$ cat src/rtl/core_control.sv
// Multi-cycle RISC-V control FSM: fetch/decode/execute/mem/writeback
// sequencing with memory wait timeout, debug halt and cycle/retire counters.
module core_control #(
  parameter int OPCODE_W = 7,
  parameter int TIMEOUT  = 16,
  parameter int CNT_W    = 32
) (
  input  logic                control_clock,
  input  logic                control_reset_n,
  input  logic [OPCODE_W-1:0] control_opcode,
  input  logic                control_imem_ready,
  input  logic                control_dmem_ready,
  input  logic                control_halt_req,
  output logic                control_imem_req,
  output logic                control_dmem_req,
  output logic                control_dmem_we,
  output logic                control_ir_we,
  output logic                control_rf_we,
  output logic                control_pc_we,
  output logic [2:0]          control_state,
  output logic                control_fault,
  output logic [CNT_W-1:0]    control_cycles,
  output logic [CNT_W-1:0]    control_retired
);

  typedef enum logic [2:0] {
    FETCH     = 3'd0,
    DECODE    = 3'd1,
    EXECUTE   = 3'd2,
    MEM       = 3'd3,
    WRITEBACK = 3'd4,
    HALT      = 3'd5,
    FAULT     = 3'd6,
    UNUSED    = 3'd7
  } state_t;

  localparam logic [6:0] OP_LOAD   = 7'b0000011;
  localparam logic [6:0] OP_STORE  = 7'b0100011;
  localparam logic [6:0] OP_OP     = 7'b0110011;
  localparam logic [6:0] OP_OPIMM  = 7'b0010011;
  localparam logic [6:0] OP_BRANCH = 7'b1100011;
  localparam logic [6:0] OP_JAL    = 7'b1101111;
  localparam logic [6:0] OP_JALR   = 7'b1100111;
  localparam logic [6:0] OP_LUI    = 7'b0110111;
  localparam logic [6:0] OP_AUIPC  = 7'b0010111;
  localparam logic [7:0] WAIT_LAST = 8'(TIMEOUT - 1);

  state_t     state;
  state_t     nxt;
  logic [7:0] wait_cnt;
  logic [6:0] op;
  logic       is_load;
  logic       is_store;
  logic       is_branch;
  logic       legal;
  logic       wait_last;

  assign op        = control_opcode[6:0];
  assign is_load   = (op == OP_LOAD);
  assign is_store  = (op == OP_STORE);
  assign is_branch = (op == OP_BRANCH);
  assign wait_last = (wait_cnt == WAIT_LAST);

  always_comb begin
    legal = 1'b0;
    unique case (1'b1)
      is_load, is_store, is_branch: legal = 1'b1;
      op == OP_OP, op == OP_OPIMM:  legal = 1'b1;
      op == OP_JAL, op == OP_JALR:  legal = 1'b1;
      op == OP_LUI, op == OP_AUIPC: legal = 1'b1;
      default:                      legal = 1'b0;
    endcase
  end

  always_comb begin
    control_imem_req = 1'b0;
    control_dmem_req = 1'b0;
    control_dmem_we  = 1'b0;
    control_ir_we    = 1'b0;
    control_rf_we    = 1'b0;
    control_pc_we    = 1'b0;
    case (state)
      FETCH: begin
        control_imem_req = 1'b1;
        control_ir_we    = control_imem_ready;
      end
      EXECUTE: control_pc_we = is_branch;
      MEM: begin
        control_dmem_req = 1'b1;
        control_dmem_we  = is_store;
        control_pc_we    = is_store & control_dmem_ready;
      end
      WRITEBACK: begin
        control_rf_we = 1'b1;
        control_pc_we = 1'b1;
      end
      default: ;
    endcase
  end

  // Ready beats the timeout when both land in the same cycle.
  always_comb begin
    nxt = FAULT;
    case (state)
      FETCH:
        if (control_imem_ready) nxt = DECODE;
        else if (wait_last)     nxt = FAULT;
        else                    nxt = FETCH;
      DECODE:
        if (!legal)                nxt = FAULT;
        else if (control_halt_req) nxt = HALT;
        else                       nxt = EXECUTE;
      EXECUTE:
        if (is_load || is_store) nxt = MEM;
        else if (is_branch)      nxt = FETCH;
        else                     nxt = WRITEBACK;
      MEM:
        if (control_dmem_ready) nxt = is_store ? FETCH : WRITEBACK;
        else if (wait_last)     nxt = FAULT;
        else                    nxt = MEM;
      WRITEBACK: nxt = FETCH;
      HALT:      nxt = control_halt_req ? HALT : EXECUTE;
      default:   nxt = FAULT;
    endcase
  end

  always_ff @(posedge control_clock) begin
    if (!control_reset_n) begin
      state           <= FETCH;
      control_fault   <= 1'b0;
      wait_cnt        <= 8'd0;
      control_cycles  <= '0;
      control_retired <= '0;
    end else begin
      state         <= nxt;
      control_fault <= control_fault | (nxt == FAULT);
      if (nxt != state)
        wait_cnt <= 8'd0;
      else if (state == FETCH || state == MEM)
        wait_cnt <= wait_cnt + 8'd1;
      if (state != HALT && state != FAULT)
        control_cycles <= control_cycles + CNT_W'(1);
      if (control_pc_we)
        control_retired <= control_retired + CNT_W'(1);
    end
  end

  assign control_state = state;

endmodule

$ cat config.mk
export PLATFORM = sky130hd
export DESIGN_NAME = core_control
export DESIGN_NICKNAME = d
export VERILOG_FILES = /design/src/rtl/core_control.sv
export SDC_FILE = /design/constraint.sdc
export NUM_CORES = 1
export LEC_CHECK = 0
export CORE_ASPECT_RATIO = 1.5
export CORE_MARGIN = 3
export CORE_UTILIZATION = 51
export DETAILED_ROUTE_END_ITERATION = 10
export PLACE_DENSITY = 0.8
export SLEW_MARGIN = 20
export SYNTH_ARGS = -nofsm -noshare
export SYNTH_HDL_FRONTEND = slang
export SYNTH_SLANG_ARGS = --single-unit
$ cat constraint.sdc
create_clock -name control_clock -period 2.3 [get_ports control_clock]
set_input_delay 0.46 -clock control_clock [delete_from_list [all_inputs] [get_ports control_clock]]
set_output_delay 0.46 -clock control_clock [all_outputs]
set_load 0.005 [all_outputs]
Word-level counts from Yosys, hierarchy flattened
Cells that the tools add are included.
Widths: inputs -> output; s select.
- register bits: 76
- input port bits: 12
- output and inout bits: 74
- logic and storage cells: 53
- bitwise gates (word level): 3
- reductions and logical operators: 6
- equality and inequality tests: 19
- add/subtract/negate cells: 3
- muxes and demuxes: 17
- operators with widths (kind ; count):
    $add 32x1->32 const B ; 2
    $mux 3 ; 9
    $eq 7x6->1 const B ; 3
    $eq 7x7->1 const B ; 3
    $pmux 3 s6 ; 1
    $eq 7x5->1 const B ; 2
    $eq 3x3->1 const B ; 3
    $reduce_or 9->1 ; 1
    $add 8x1->8 const B ; 1
    $eq 8x4->1 const B ; 1
    $eq 7x2->1 const B ; 1
    $eq 3x2->1 const B ; 2
    $mux 1 ; 6
    $ne 3x3->1 const B ; 2
    $eq 3x1->1 const B ; 1
    $logic_not 3->1 ; 1
    $ne 3x3->1 ; 1
    $pmux 1 s3 ; 1
    $logic_or 1x1->1 ; 2
    $reduce_or 2->1 ; 1
    $and 1x1->1 ; 1
    $logic_and 1x1->1 ; 1
    $not 1->1 ; 1
    $or 1x1->1 ; 1

Logic depth before layout (Yosys ltp)
- depth in word-level cells: 7
- gate-level depth with buffers: 8
- mapped depth without buffers: 6

Worst setup path before layout
Ideal clock, no wire load.
- kind: input port to flip-flop
- from: input control_opcode[4]
- to: register control_retired[17]
- data required time: 2168 ps
- slack: 217 ps
- setup time: 132 ps
- stages: 7
- arrival: 1950 ps
- buffers on the path: 2
- cells stage by stage: nor4bb_1 nand4_1 a2bb2oi_1 buf_2 clkbuf_1 o31ai_1 a21oi_1
- word-level cells in the longest chain between the ends: 3
- ends and longest elaborated chain (item ; RTL line ; source):
    from (decl) ; 10 ; input logic [OPCODE_W-1:0] control_opcode,
    $eq 7x6->1 ; 60 ; assign is_store = (op == OP_STORE);
    $and 1x1->1 ; 91 ; control_pc_we = is_store & control_dmem_ready;
    $pmux 1 s3 (*) ; 82 ; case (state)
    to (signal assigned) ; 144 ; control_retired <= control_retired + CNT_W'(1);
    to (decl) ; 23 ; output logic [CNT_W-1:0] control_retired
Every way passes the cells marked *; elsewhere a longest branch is shown, timed or not.
A chain may end at the register's enable or synchronous reset.

Worst setup path in the final report
- from: register state[2] (netlist: control_state[2])
- to: register control_retired[11]
- word-level cells in the longest chain between the ends: 2
- ends and longest elaborated chain (item ; RTL line ; source):
    from (decl) ; 48 ; state_t state;
    from (signal assigned) ; 135 ; state <= nxt;
    $eq 3x3->1 or $eq 3x2->1 (tied branches) ; 82 ;
    $pmux 1 s3 (*) ; 82 ;
Marks and branches as above.

==> reports/results.tsv <==
metric	value	unit
outcome	finished, final reports clean	
crit path kind	reg -> reg	
Layout Nets	617	
IO Pins	86	
final hold slack	465	ps
worst path bufs/invs	4	
synthesized cell area	0.00391	mm²
Total Die Area	0.00877	mm²
number of synthesized flops with an enable pin	0	
Die X	77.5	µm
GRT overflow	0	
Initial Util	53.4	%
R2R depth	9	
Slew @ Worst Pin	720	ps
Internal Pwr Total	2.10	mW
M3 GR Usage	3.66	%
Yosys cell types	54	
Hold WC Path Type	reg -> reg	
Critical-path top delay cell	or4_1	
Post-Layout Cell Count	707	
Vias	4143	
Max Clock Freq	0.450	GHz
crit path max fanout	11	
peak supply drop	0.457	mV
Leak	1.96	nW
CP max stage delay	500	ps
Hold Fails Final Rpt	0	
DRT Pass-1 Iters	7	
Synth Warn #	0	
Worst EP arrival	2530	ps
CTS root buf	clkbuf_8	
post-route clock period utilization	96.7	%
Post-Place Setup Slack	-507	ps
Mapped Avg Cell Area	8.17	µm²
initial drt markers	258	
Routed Antenna Nets	0	
FILL cells	572	
Reg2Reg Setup Slack	80	ps
largest net degree at the start of global routing	28	
crit start category	flip-flop	
PwrDens	513	mW/mm²
critical path endpoint	control_retired[11]	
GPL Wtd Cong	0.901	
first-pass GRT wire length	18000	µm
relative slew slack	51.7	%
CP Launch Point	control_state[2]	
cells after synthesis	478	
final setup vio count	0	
remaining routing DRC violations	0	
CORE AREA	0.00732	mm²
met2 Use GR	46.5	%
Worst R2R Start	control_state[2]	
ys flop type	dfxtp_1	
share of cells above drive strength 1	16.1	%
clk sink count	76	
net load switching power	0.737	mW
final core occ	75.5	%
clk slew on worst S/H paths	80	ps
Seq/Total Area, Yosys	38.9	%
most frequent CP cell	buf_4	
Num CTS Buffers	9	
Hold Crit Depth	2	
Setup crit end kind	flip-flop	
Post-DP HPWL	7640	µm
Final WS setup	76.1	ps
min Tclk post-route	2220	ps
met1 Usage GRT	27.0	%
Reg-to-Reg End	control_retired[11]	
WP depth	9	
initial antenna violation count	0	
sw frac	26.0	%
Die H	113	µm
MaxCap Viol Count	0	
CTS tree	yes	
GRT Max-Usage Layer	met2	
final WL	11000	µm
Layout Area Growth over Synthesis	41.5	%
Synth async-reset ratio	0	%
H-tree depth	3	
register share of total power	48.2	%
Max Root-Sink Buffers	2	
critical path's top delay family	simple AND/OR/NAND/NOR gates	
WP data required	2600	ps
antenna fix cells	0	
syn nets	493	
Final Slew Violations	0	
port buffer count	85	
Vias/cell	5.86	
WL/cell	15.5	µm
CP cell instances	and4b_1 -> nand4_1 -> buf_4 -> buf_4 -> buf_4 -> a2bb2oi_2 -> clkbuf_16 -> or4_1 -> a21oi_2	
vias in the first global route	4092	
most frequent cells in the layout	dfxtp_1 (73), clkdlybuf4s50_1 (73), buf_4 (43)	
post-synthesis register bit count	76	
row count	38	
Overall Global Routing Usage	24.9	%
Hold Buf Count CTS	0	
Clock Latency Late Sink	360	ps
logic gate share of total power	14.4	%
clock power share	37.4	%
Setup Skew	9.74	ps
Placed Cells incl. Taps	678	
metrics by stage:
stage | TNS (ps) | instance area, µm² | total power [mW]
global placement | -9230 | 5110 | 1.76
finish | 0 | 5530 | 2.84
CTS | -1500 | 5420 | 2.82
global route | -4.44 | 5530 | 2.94
detailed placement | -11440 | 5110 | 1.77
floorplan | 0 | 3910 | 1.57
layer usage:
layer	part of all wire (%)	vias to the layer above
met4	2.8	0
met1	40	1961
met3	4.4	27
met2	52	133
met5	0	-
li1	-	2022
power by group through the flow:
| stage | Combinational [mW] | Clock (mW) | Sequential (mW) |
|---|---|---|---|
| 2_1_floorplan | 0.182 | 0 | 1.39 |
| 3_3_place_gp | 0.362 | 0 | 1.40 |
| 5_1_grt | 0.444 | 1.12 | 1.37 |
| 4_1_cts | 0.383 | 1.07 | 1.37 |
| 6_report | 0.410 | 1.06 | 1.37 |
| 3_5_place_dp | 0.367 | 0 | 1.40 |
final cells by class:
type | count | area (µm²) | area share [%]
Multi-Input combinational cell | 359 | 2300 | 41.6
Sequential cell | 76 | 1530 | 27.7
Timing Repair Buffer | 134 | 1280 | 23.1
Clock buffer | 11 | 151 | 2.74
Tap cell | 100 | 125 | 2.26
Inverter | 22 | 86.3 | 1.56
Clock inverter | 5 | 60.1 | 1.09
synthesized netlist by cell type, types with 2 or more instances:
library cell | instances | area share (%)
a2bb2oi_1 | 2 | 0.45
a21oi_1 | 43 | 5.5
xnor2_1 | 18 | 4.0
or3_1 | 19 | 3.0
nand2_1 | 31 | 3.0
nor3b_1 | 3 | 0.58
buf_2 | 4 | 0.51
ha_1 | 3 | 0.96
and3_1 | 12 | 1.9
nand3_1 | 22 | 2.8
nand2b_1 | 3 | 0.48
a211o_1 | 2 | 0.45
or4_1 | 26 | 5.0
or3_2 | 2 | 0.38
and4b_1 | 2 | 0.51
inv_1 | 22 | 2.1
nor2b_1 | 3 | 0.48
or2_2 | 4 | 0.64
a211oi_1 | 4 | 0.77
mux2i_1 | 2 | 0.51
nor2_1 | 40 | 3.8
nor4_1 | 4 | 0.64
o21ai_0 | 20 | 2.6
o211ai_1 | 2 | 0.38
dfxtp_1 | 76 | 39
nand4_1 | 16 | 2.6
o31ai_1 | 23 | 4.4
clkbuf_1 | 16 | 1.5
a31oi_1 | 2 | 0.32
xor2_1 | 13 | 2.9
nor3_1 | 15 | 1.9
and4_1 | 2 | 0.45
registers in the layout, indices dropped and copies added (netlist names):
signal           flops
control_fault        1
control_retired     32
wait_cnt             8
control_state        3
control_cycles      32
worst register-to-register path: cells and delay by family (launching register included):
| kind | cells | cell delay [ps] |
|---|---|---|
| compound gates | 2 | 320 |
| buf+inv | 4 | 610 |
| flops | 1 | 350 |
| simple gates | 3 | 920 |
timing repair:
item                                    CTS  global route
buffers inserted                          6             7
resized for setup                        19            28
endpoints found under the setup margin    5            30
pin swaps                                12             8
cloned                                    0             1
cells by family (layout without fill, tap and decap cells):
| group | after synthesis | after routing | share of synthesized area, % |
|---|---|---|---|
| AND/OR/NAND/NOR | 213 | 213 | 30.4 |
| AO/OA/AOI/OAI | 110 | 110 | 17.8 |
| flip-flops | 76 | 76 | 38.9 |
| buffers and inverters | 43 | 172 | 4.45 |
| XOR/XNOR | 31 | 31 | 6.95 |
| adder cells (fa/ha/maj) | 3 | 3 | 0.961 |
| multiplexers | 2 | 2 | 0.512 |
worst min-delay path by stage:
| stage | start | end | slack [ps] |
|---|---|---|---|
| after floorplan | control_fault | control_fault | 450 |
| after global placement | control_fault | control_fault | 450 |
| after detailed placement | control_fault | control_fault | 440 |
| after CTS | control_fault | control_fault | 470 |
| after global routing | control_fault | control_fault | 500 |
| final | control_fault | control_fault | 470 |
No activity file was read; power rests on OpenSTA's default activity.
